### src/rtl/cpu_pkg.sv
// Shared definitions for the CPU core sequencing logic: stage state encoding
// and memory-wait watchdog sizing.
package cpu_pkg;

  localparam logic [2:0] StIdle      = 3'd0;
  localparam logic [2:0] StFetch     = 3'd1;
  localparam logic [2:0] StDecode    = 3'd2;
  localparam logic [2:0] StExecute   = 3'd3;
  localparam logic [2:0] StMemory    = 3'd4;
  localparam logic [2:0] StWriteback = 3'd5;
  localparam logic [2:0] StHalted    = 3'd6;
  localparam logic [2:0] StError     = 3'd7;

  localparam int unsigned TimeoutCyclesDefault = 255;
  localparam int unsigned WdWidth              = 10;

endpackage : cpu_pkg

### src/rtl/wait_timer.sv
// Clear/enable cycle counter; expired_o flags the cycle in which the count of
// consecutive enabled cycles, including the current one, reaches Limit.
module wait_timer
  import cpu_pkg::*;
#(
  parameter int unsigned Width = WdWidth,
  parameter int unsigned Limit = TimeoutCyclesDefault
) (
  input  logic clk_i,
  input  logic rst_i,
  input  logic clr_i,
  input  logic en_i,
  output logic expired_o
);

  localparam logic [Width-1:0] LastCount = Width'(Limit - 1);
  localparam logic [Width-1:0] One       = {{(Width-1){1'b0}}, 1'b1};

  logic [Width-1:0] r_count;

  always_ff @(posedge clk_i or posedge rst_i) begin
    if (rst_i) begin
      r_count <= '0;
    end else if (clr_i) begin
      r_count <= '0;
    end else if (en_i) begin
      r_count <= r_count + One;
    end
  end

  assign expired_o = en_i && (r_count == LastCount);

endmodule : wait_timer

### src/rtl/stage_ctrl.sv
// Multi-cycle instruction sequencer: stage enables, memory wait handshakes,
// halt/run control, memory-wait watchdog and retired-instruction counter.
module stage_ctrl
  import cpu_pkg::*;
#(
  parameter int unsigned TimeoutCycles = TimeoutCyclesDefault,
  parameter int unsigned CountSize     = 32
) (
  input  logic                 clock,
  input  logic                 reset,
  input  logic                 run,
  input  logic                 halt_req,
  input  logic                 imem_ready,
  input  logic                 dmem_ready,
  input  logic                 is_load,
  input  logic                 is_store,
  input  logic                 do_reg_write,
  output logic                 enable_fetch,
  output logic                 enable_reg_fetch,
  output logic                 enable_execute,
  output logic                 enable_mem,
  output logic                 enable_reg_write,
  output logic                 enable_pc,
  output logic                 busy,
  output logic                 bus_error,
  output logic [CountSize-1:0] instr_count
);

  localparam logic [CountSize-1:0] CountOne = {{(CountSize-1){1'b0}}, 1'b1};

  logic [2:0]           r_state;
  logic [2:0]           w_state_d;
  logic                 w_retire;
  logic                 w_expired;
  logic                 w_waiting;
  logic                 w_tmr_clr;
  logic [CountSize-1:0] r_instr_count;

  assign w_waiting = (r_state == StFetch) || (r_state == StMemory);
  assign w_tmr_clr = (r_state != w_state_d);

  wait_timer #(
    .Width (WdWidth),
    .Limit (TimeoutCycles)
  ) u_wait_timer (
    .clk_i     (clock),
    .rst_i     (reset),
    .clr_i     (w_tmr_clr),
    .en_i      (w_waiting),
    .expired_o (w_expired)
  );

  // A ready in the expiry cycle takes priority over the watchdog.
  always_comb begin
    w_state_d = r_state;
    w_retire  = 1'b0;
    case (r_state)
      StIdle:      if (run) w_state_d = StFetch;
      StFetch: begin
        if (imem_ready)     w_state_d = StDecode;
        else if (w_expired) w_state_d = StError;
      end
      StDecode:    w_state_d = StExecute;
      StExecute: begin
        if (is_load || is_store) w_state_d = StMemory;
        else if (do_reg_write)   w_state_d = StWriteback;
        else                     w_retire  = 1'b1;
      end
      StMemory: begin
        if (dmem_ready) begin
          if (is_load) w_state_d = StWriteback;
          else         w_retire  = 1'b1;
        end else if (w_expired) begin
          w_state_d = StError;
        end
      end
      StWriteback: w_retire = 1'b1;
      StHalted:    if (run && !halt_req) w_state_d = StFetch;
      StError:     w_state_d = StError;
      default:     w_state_d = StIdle;
    endcase
    if (w_retire) w_state_d = halt_req ? StHalted : StFetch;
  end

  always_ff @(posedge clock or posedge reset) begin
    if (reset) begin
      r_state       <= StIdle;
      r_instr_count <= '0;
    end else begin
      r_state <= w_state_d;
      if (w_retire) r_instr_count <= r_instr_count + CountOne;
    end
  end

  assign enable_fetch     = (r_state == StFetch);
  assign enable_reg_fetch = (r_state == StDecode);
  assign enable_execute   = (r_state == StExecute);
  assign enable_mem       = (r_state == StMemory);
  assign enable_reg_write = (r_state == StWriteback);
  assign enable_pc        = w_retire;
  assign busy             = !((r_state == StIdle) || (r_state == StHalted) ||
                              (r_state == StError));
  assign bus_error        = (r_state == StError);
  assign instr_count      = r_instr_count;

endmodule : stage_ctrl

### config.mk
export PLATFORM = sky130hd
export DESIGN_NAME = stage_ctrl
export DESIGN_NICKNAME = d
export VERILOG_FILES = /design/src/rtl/cpu_pkg.sv /design/src/rtl/wait_timer.sv /design/src/rtl/stage_ctrl.sv
export SDC_FILE = /design/constraint.sdc
export NUM_CORES = 1
export LEC_CHECK = 0
export ABC_AREA = 1
export ABC_CLOCK_PERIOD_IN_PS = 2900
export CORE_MARGIN = 2
export CORE_UTILIZATION = 50
export CTS_CLUSTER_SIZE = 16
export DETAILED_ROUTE_END_ITERATION = 10
export HOLD_SLACK_MARGIN = 0.15
export MAX_ROUTING_LAYER = met4
export PLACE_DENSITY = 0.73
export SKIP_LAST_GASP = 1
export SYNTH_ARGS = -nofsm -noshare
export SYNTH_HDL_FRONTEND = slang
export SYNTH_SLANG_ARGS = --single-unit
### constraint.sdc
create_clock -name clock -period 2.9 [get_ports clock]
set_input_delay 0.58 -clock clock [delete_from_list [all_inputs] [get_ports clock]]
set_output_delay 0.58 -clock clock [all_outputs]
set_load 0.05 [all_outputs]
==> impl_metrics.py, run 1 <==
metrics = {
    "outcome": {
        "run_status": "finished, final reports clean",
    },
    "cts": {
        "insertion_delay_ns": 0.29,
        "cts_tree": "yes",
        "clock-sinks": 45,
        "ctsResizeCount": 0,
        "cts_buffers": 5,
        "cts_setup_buffers": 0,
        "clk_pin_slew_worst_paths_ns": 0.08,
        "clock_path_buffers": 2,
        "htree_levels": 2,
        "cts_hold_buf": 0,
        "cts_root_buffer": "clkbuf_8",
    },
    "timing": {
        "hold_ws_ns": 0.522,
        "rsz0062_at_grt": "no",
        "fmax_ghz": 0.377,
        "min_period_ns": 2.66,
        "timing.slew.headroom_pct": 63.3,
        "clock_skew_ns": 0.00353,
        "setup_tns_ns": 0,
        "finalCritPeriodShare_pct": 91.6,
        "worstMarginPinSlew_ns": 0.547,
        "setup_violations": 0,
        "final_max_slew_viol_count": 0,
        "hold_viol": 0,
    },
    "floorplanning": {
        "initial_core_util_pct": 52.2,
        "rows": 26,
        "core_um2": 5170,
        "die-area_um2": 6000,
        "pin_count": 49,
        "die_w_um": 77.5,
        "die_y_um": 77.5,
    },
    "critical_path": {
        "worstSetupStartpointType": "register",
        "cp_common_cell": "nand2_1",
        "reg2reg_depth": 12,
        "cp.depth": 5,
        "critPathCaptureType": "primary output",
        "critPathTopFamily": "buffers and inverters",
        "crit_start": "r_state[1]",
        "path_class": "register to primary output",
        "crit_required_ns": 2.32,
        "worst_path_max_delay_cell": "clkdlybuf4s50_1",
        "crit_path_end": "busy",
        "critPathBufInv": 2,
        "worst-path-max-fanout": 9,
        "cp_cell_sequence": "inv_2 -> nand2_1 -> nand2_1 -> or2_2 -> clkdlybuf4s50_1",
        "worst_ep_arrival_time_ns": 2.08,
        "r2r_slack_ns": 0.82,
        "slowest_delay_ns": 0.70,
        "r2r-start": "instr_count[0]",
        "r2r-end": "instr_count[24]",
    },
    "yosys": {
        "synthesis.nets": 370,
        "synth_async_sr_flop_share_pct": 100,
        "yosysWarningCount": 0,
        "yosys-top-cells-area": "dfrtp_1, nand2_1, xor2_1",
        "netlist_area_um2": 2700,
        "yosys-top-cells-count": "nand2_1, nor2_1, dfrtp_1, inv_1, xor2_1",
        "ys.flop_type": "dfrtp_1",
        "seq_area_frac_synth_pct": 41.7,
        "synth_cells": 358,
        "yosys.area.top_type": "dfrtp_1",
        "yosysMostFrequentCell": "nand2_1",
        "synth-edff-count": 0,
        "synth.top_cell.area_share_pct": 41.7,
        "synth.distinct_cells": 24,
        "ys_ff_latch": 45,
        "avgSynthCellArea_um2": 7.54,
    },
    "detailed_routing": {
        "wirelength_mm": 6.20,
        "first_iter_violations": 132,
        "vias": 2460,
        "wire_per_inst_um": 12.9,
        "drc": 0,
        "drt-vias-per-instance": 5.10,
        "drt_pass1_iterations": 4,
        "ant_nets": 0,
    },
    "layout": {
        "drive_gt1_share_pct": 7.52,
        "syn_to_final_growth_pct": 24.7,
        "final_area_um2": 3360,
        "nets": 423,
        "n_antenna_cell": 0,
    },
    "power": {
        "vdd_ir_drop_max_mv": 0.617,
        "p_leak_nw": 1.52,
        "power-per-cell-area_nw_per_um2": 750,
    },
    "place": {
        "placed_area_um2": 3260,
        "place_congestion": 0.947,
        "dp_hpwl_mm": 4.75,
        "port_buffers": 48,
    },
    "grt": {
        "grt_usage_pct": 23.1,
        "grt_pass1_wl_mm": 11.0,
        "antenna_found_initial": 0,
        "grt_max_degree": 31,
        "grt.overflow.total": 0,
        "grt_pass1_vias": 2469,
    },
    "min_path": {
        "hp-class": "register to register",
    },
    "run": {
        "drv_cap": 0,
    },
}
-- flip-flops by register name (all words and copies together), names as in the netlist --
register,count
r_state,3
instr_count,32
u_wait_timer.r_count,10
-- through the flow --
| stage | cells | power, mW | setup slack, ns | util, % |
|---|---|---|---|---|
| CTS | 482 | 2.53 | 0.244 | 65.0 |
| global placement | 474 | 2.09 | 0.491 | 63.1 |
| detailed placement | 474 | 2.11 | 0.415 | 63.1 |
| finish | 482 | 2.52 | 0.244 | 65.0 |
| global route | 482 | 2.70 | 0.128 | 65.0 |
| floorplan | 358 | 1.77 | 0.365 | - |
-- where the power goes --
part	switching (mW)	internal [mW]
clock network	0.205	0.215
logic	0.872	0.410
registers	0.118	0.702
total	1.19	1.33
-- logic make-up after synthesis --
family                     share of synthesized area, %
and+or+nand+nor                                    36.1
buffers and inverters                              7.05
DFF                                                41.7
xor gates and xnor gates                           12.0
AOI/OAI and AO/OA                                  1.76
adders and majority gates                          1.39
-- final cells by class --
cell class | count | area [um2]
fill | 464 | 1810
multi-input combinational | 267 | 1380
sequential | 45 | 1130
timing repair buffer | 51 | 513
inverter | 41 | 154
clock buffer | 7 | 96.3
tap | 70 | 87.6
clock inverter | 1 | 5.00
-- worst min-delay path by stage --
stage | start | to | slack, ns | cells past startpoint
floorplan | u_wait_timer.r_count[8] | u_wait_timer.r_count[8] | 0.52 | 2
global placement | instr_count[6] | instr_count[6] | 0.51 | 1
finish | instr_count[13] | instr_count[13] | 0.52 | 1
global route | instr_count[12] | instr_count[12] | 0.55 | 1
detailed placement | instr_count[6] | instr_count[6] | 0.51 | 1
CTS | instr_count[6] | instr_count[6] | 0.52 | 1
-- cells in the final DEF, fill, tap and decap left out, types with 3 or more instances in the layout --
master	count
nand2_1	97
nor2_1	54
clkdlybuf4s50_1	47
dfrtp_1	45
inv_1	34
xor2_1	26
nand3_1	24
nand4_1	13
xnor2_1	11
nor3_1	10
o21ai_0	8
nor4_1	7
clkbuf_8	7
inv_2	6
nand3_2	3
nand2_2	3
ha_1	3
buf_4	3
-- layer usage --
layer	vias up	share of wire (%)	GRT usage (%)
li1	1232	-	-
met1	1162	49	31.5
met2	56	45	35.4
met3	10	4.1	3.49
met4	0	1.4	8.04
met5	-	0	-
(Power assumes the default switching activity.)
==> inputs of run 2 (changes only) <==
--- a/config.mk
+++ b/config.mk
@@ -6,7 +6,7 @@
 export NUM_CORES = 1
 export LEC_CHECK = 0
 export ABC_AREA = 1
-export ABC_CLOCK_PERIOD_IN_PS = 2900
+export ABC_CLOCK_PERIOD_IN_PS = 3180
 export CORE_MARGIN = 2
 export CORE_UTILIZATION = 50
 export CTS_CLUSTER_SIZE = 16
==> constraint.sdc (replaced) <==
create_clock -name clock -period 3.18 [get_ports clock]
set_input_delay 0.636 -clock clock [delete_from_list [all_inputs] [get_ports clock]]
set_output_delay 0.636 -clock clock [all_outputs]
set_load 0.05 [all_outputs]
==> run 2 against run 1 <==
Effect of this change: worst setup slack gained 0.24 ns; critical path type unchanged; largest cell class unchanged; sequential power fell by 8.7%; first-iteration DRC count grew 50%; cell count is 0.21% higher; critical endpoint unchanged; global-route usage shrank 1.4 points; utilization grew 0.15 points; hold slack hardly changed; die area unchanged; clock power is 10% lower; design area grew 0.22%; combinational power is 9% lower.
==> impl_metrics.py, run 2 (synthesis gave the netlist of run 1 again) <==
metrics = {
    "floorplanning": {
        "core_um2": 5170,
        "die_w_um": 77.5,
        "die-area_um2": 6000,
        "rows": 26,
        "initial_core_util_pct": 52.2,
        "die_y_um": 77.5,
        "pin_count": 49,
    },
    "grt": {
        "antenna_found_initial": 0,
        "grt_pass1_wl_mm": 10.4,
        "grt_pass1_vias": 2299,
        "grt_max_degree": 18,
        "grt.overflow.total": 0,
        "grt_usage_pct": 21.7,
    },
    "place": {
        "port_buffers": 48,
        "dp_hpwl_mm": 4.73,
        "dp_cells": 475,
        "dp_slack_ns": 0.529,
        "placed_area_um2": 3270,
        "place_congestion": 0.906,
    },
    "timing": {
        "setup_violations": 0,
        "timing.slew.headroom_pct": 63.0,
        "hold_ws_ns": 0.522,
        "final_max_slew_viol_count": 0,
        "rsz0062_at_grt": "no",
        "clock_skew_ns": 0.00777,
        "hold_viol": 0,
        "setup_tns_ns": 0,
        "fmax_ghz": 0.371,
        "worst_slack_ns": 0.485,
        "finalCritPeriodShare_pct": 84.7,
        "min_period_ns": 2.69,
        "worstMarginPinSlew_ns": 0.552,
    },
    "power": {
        "power-per-cell-area_nw_per_um2": 681,
        "p_leak_nw": 1.52,
        "power.total_mw": 2.30,
        "vdd_ir_drop_max_mv": 0.680,
    },
    "cts": {
        "cts_tree": "yes",
        "ctsResizeCount": 0,
        "htree_levels": 2,
        "clock-sinks": 45,
        "clock_path_buffers": 2,
        "cts_buffers": 5,
        "clk_pin_slew_worst_paths_ns": 0.08,
        "cts_setup_buffers": 0,
        "insertion_delay_ns": 0.29,
        "cts_hold_buf": 0,
        "cts_root_buffer": "clkbuf_8",
    },
    "detailed_routing": {
        "drc": 0,
        "drt_pass1_iterations": 5,
        "drt-vias-per-instance": 5.04,
        "first_iter_violations": 198,
        "vias": 2433,
        "wire_per_inst_um": 12.4,
        "wirelength_mm": 6.01,
        "ant_nets": 0,
    },
    "layout": {
        "n_antenna_cell": 0,
        "largest_reg_flops": 32,
        "final_util_pct": 65.2,
        "final_cell_mix": "nand2_1, nor2_1, clkdlybuf4s50_1",
        "drive_gt1_share_pct": 7.75,
        "mostFrequentLayoutCell": "nand2_1",
        "syn_to_final_growth_pct": 24.9,
        "final_area_um2": 3370,
        "final_cells": 483,
        "nets": 424,
    },
    "critical_path": {
        "worstSetupStartpointType": "register",
        "critPathCaptureType": "primary output",
        "crit_required_ns": 2.54,
        "worst-path-max-fanout": 8,
        "path_class": "register to primary output",
        "worst_ep_arrival_time_ns": 2.06,
    },
    "run": {
        "drv_cap": 0,
    },
    "min_path": {
        "hp-class": "register to register",
    },
    "outcome": {
        "run_status": "finished, final reports clean",
    },
}
==> run 2: cell types whose count changed in the layout (fill, tap and decap cells not counted) <==
| cell | change |
|---|---|
| buf_4 | +1 |
==> run 2: layout make-up <==
cell class | count | area (um2)
clock inverter | 1 | 5.00
timing repair buffer | 52 | 520
tap | 70 | 87.6
sequential | 45 | 1130
inverter | 41 | 154
clock buffer | 7 | 96.3
fill | 457 | 1800
multi-input combinational | 267 | 1380
==> run 2: final timing paths <==
path	slack, ns	start	cells after the start	to
setup reg to reg	0.98	r_state[2]	12	u_wait_timer.r_count[4]
setup / recovery	0.49	r_state[2]	5	busy
hold / removal	0.52	instr_count[15]	1	instr_count[15]
min in group asynchronous	0.64	reset	2	instr_count[15]
hold reg to reg	0.52	instr_count[15]	1	instr_count[15]
max in group asynchronous	1.97	reset	3	instr_count[5]
==> run 2: report_power, final <==
part / leakage, nW / total, mW / switching, mW / internal, mW
Sequential: 0.592 / 0.749 / 0.108 / 0.640
Combinational: 0.875 / 1.17 / 0.793 / 0.375
Clock: 0.0542 / 0.379 / 0.183 / 0.196
Total: 1.52 / 2.30 / 1.08 / 1.21
==> run 2: worst max-delay path: stages (launching register included) <==
cell and delay (ns):
dfrtp_1 0.53, inv_2 0.12, nand2_1 0.09, nand2_1 0.07, or2_2 0.27, clkdlybuf4s50_1 0.70
==> run 2: metal layers <==
layer / vias to the layer above / track usage, % / share of wire (%) / routed length [um]
met3: 2 / 2.91 / 4.5 / 273
met1: 1123 / 30.4 / 49 / 2940
met2: 58 / 34.1 / 46 / 2760
li1: 1250 / - / - / -
met5: - / - / 0 / 0
met4: 0 / 4.46 / 0.45 / 27
==> patch: new RTL, config.mk and constraints of run 2 <==
The parameter `CountSize` goes from 32 to 128.
--- a/src/rtl/stage_ctrl.sv
+++ b/src/rtl/stage_ctrl.sv
@@ -6,3 +6,3 @@
   parameter int unsigned TimeoutCycles = TimeoutCyclesDefault,
-  parameter int unsigned CountSize     = 32
+  parameter int unsigned CountSize     = 128
 ) (
Interface: changed (resized instr_count); port bits go from 49 to 145. The function was not compared with the original's and may differ.
==> patch against run 2 <==
Area after synthesis rose to 3.6 times the old value; power is 140% higher; routed wire length grew to 5.9 times the old value; non-clock buffer count is 107 higher; cell count grew to 3.8 times the old value; worst setup slack lost 0.26 ns; sequential cell count rose by 96; cell area grew to 3.6 times the old value; via count rose to 4.2 times the old value; maximum frequency down 8.8%; largest power group is now clock.
==> patch: results (changes against run 2) <==
- Synthesized Nets: 1436 (+290%)
- Max incr delay on CP: 0.80 ns (+0.10 ns)
- Slew headroom: 52.3% (-11 points)
- Layout cells sized above 1: 7.18% (-0.57 points)
- R2R Path Start: instr_count[0]
- Detailed Route Iter0 Violations: 951 (+380%)
- Fill count: 1740 (+280%)
- End of the worst hold path: instr_count[40]
- Count of multi-input gates: 1137 (+330%)
- Placed cell area: 11400 µm² (+250%)
- # nets final: 1601 (+280%)
- M1 WL: 15500 µm (+430%)
- Synth area leaders: dfrtp_1 37%, nand2_1 20%, nor2_1 10%
- Largest register FFs: 128 (+300%)
- Met3 WL: 3270 µm (+1100%)
- Clock-cell share: 5.10% (+2.1 points)
- Layout sequential cell count: 141 (+210%)
- Final non-clock buffer share: 13.2% (-2.2 points)
- CP Launch Point: r_state[1]
- Gr usage total: 37.1% (+15 points)
- Synth cell types: 38 (+58%)
- First-pass GRT wire length: 54800 µm (+430%)
- Inverters: 133 (+220%)
- # port buffers: 144 (+200%)
- DP Cell Count: 1804 (+280%)
- Vias per Instance: 5.52 (+9.6%)
- Clk_lat worst skew: 0.44 ns (+0.15 ns)
- Multi-input combinational area share: 45.6% (+4.6 points)
- CTS Buf Count: 17 (+12)
- Synth-to-layout area growth: 25.3%
- Clk slew on worst S/H paths: 0.06 ns (-0.02 ns)
- Drt first pass iters: 7 (+2)
- Die area: 20300 µm² (+240%)
- WL/cell: 19.4 µm (+56%)
- P_leak: 0.00479 µW (+210%)
- Root Buffer: clkbuf_16
- Outcome: finished clean
- Worst EP arrival: 2.32 ns (+0.26 ns)
- Sequential fraction of the synthesis area: 36.8% (-4.9 points)
- RePlAce Congestion: 1.06 (+17%)
- Vias in the first global route: 9680 (+320%)
- Crit-path max FO: 10 (+2)
- Hold path start: instr_count[40]
patch: cell types whose count changed after synthesis, moves of 8 or more:
cell	before	now
nand3_1	24	69
dfrtp_1	45	141
nor3_1	10	41
inv_1	35	127
nand2_1	97	508
nor2_2	2	21
o21ai_0	8	26
xnor2_1	11	37
xor2_1	26	69
nor2_1	54	264
nand4_1	13	37
nor3_2	1	9
patch: logic make-up after synthesis:
| logic type | count (synthesis) | synth area share, % |
|---|---|---|
| XOR/XNOR | 106 | 9.69 |
| flip-flops | 141 | 36.8 |
| buffers and inverters | 146 | 6.02 |
| adder cells (fa/ha/maj) | 3 | 0.392 |
| AND/OR/NAND/NOR | 998 | 45.5 |
| AO/OA/AOI/OAI | 30 | 1.61 |
patch: power by group through the flow:
stage                     registers, µW  clock network [µW]  logic [µW]
after floorplan                    2090                   0         960
after detailed placement           2010                   0        1460
after global routing               2000                2230        1600
after global placement             2010                   0        1440
after CTS                          1980                2150        1460
final                              1980                2150        1460
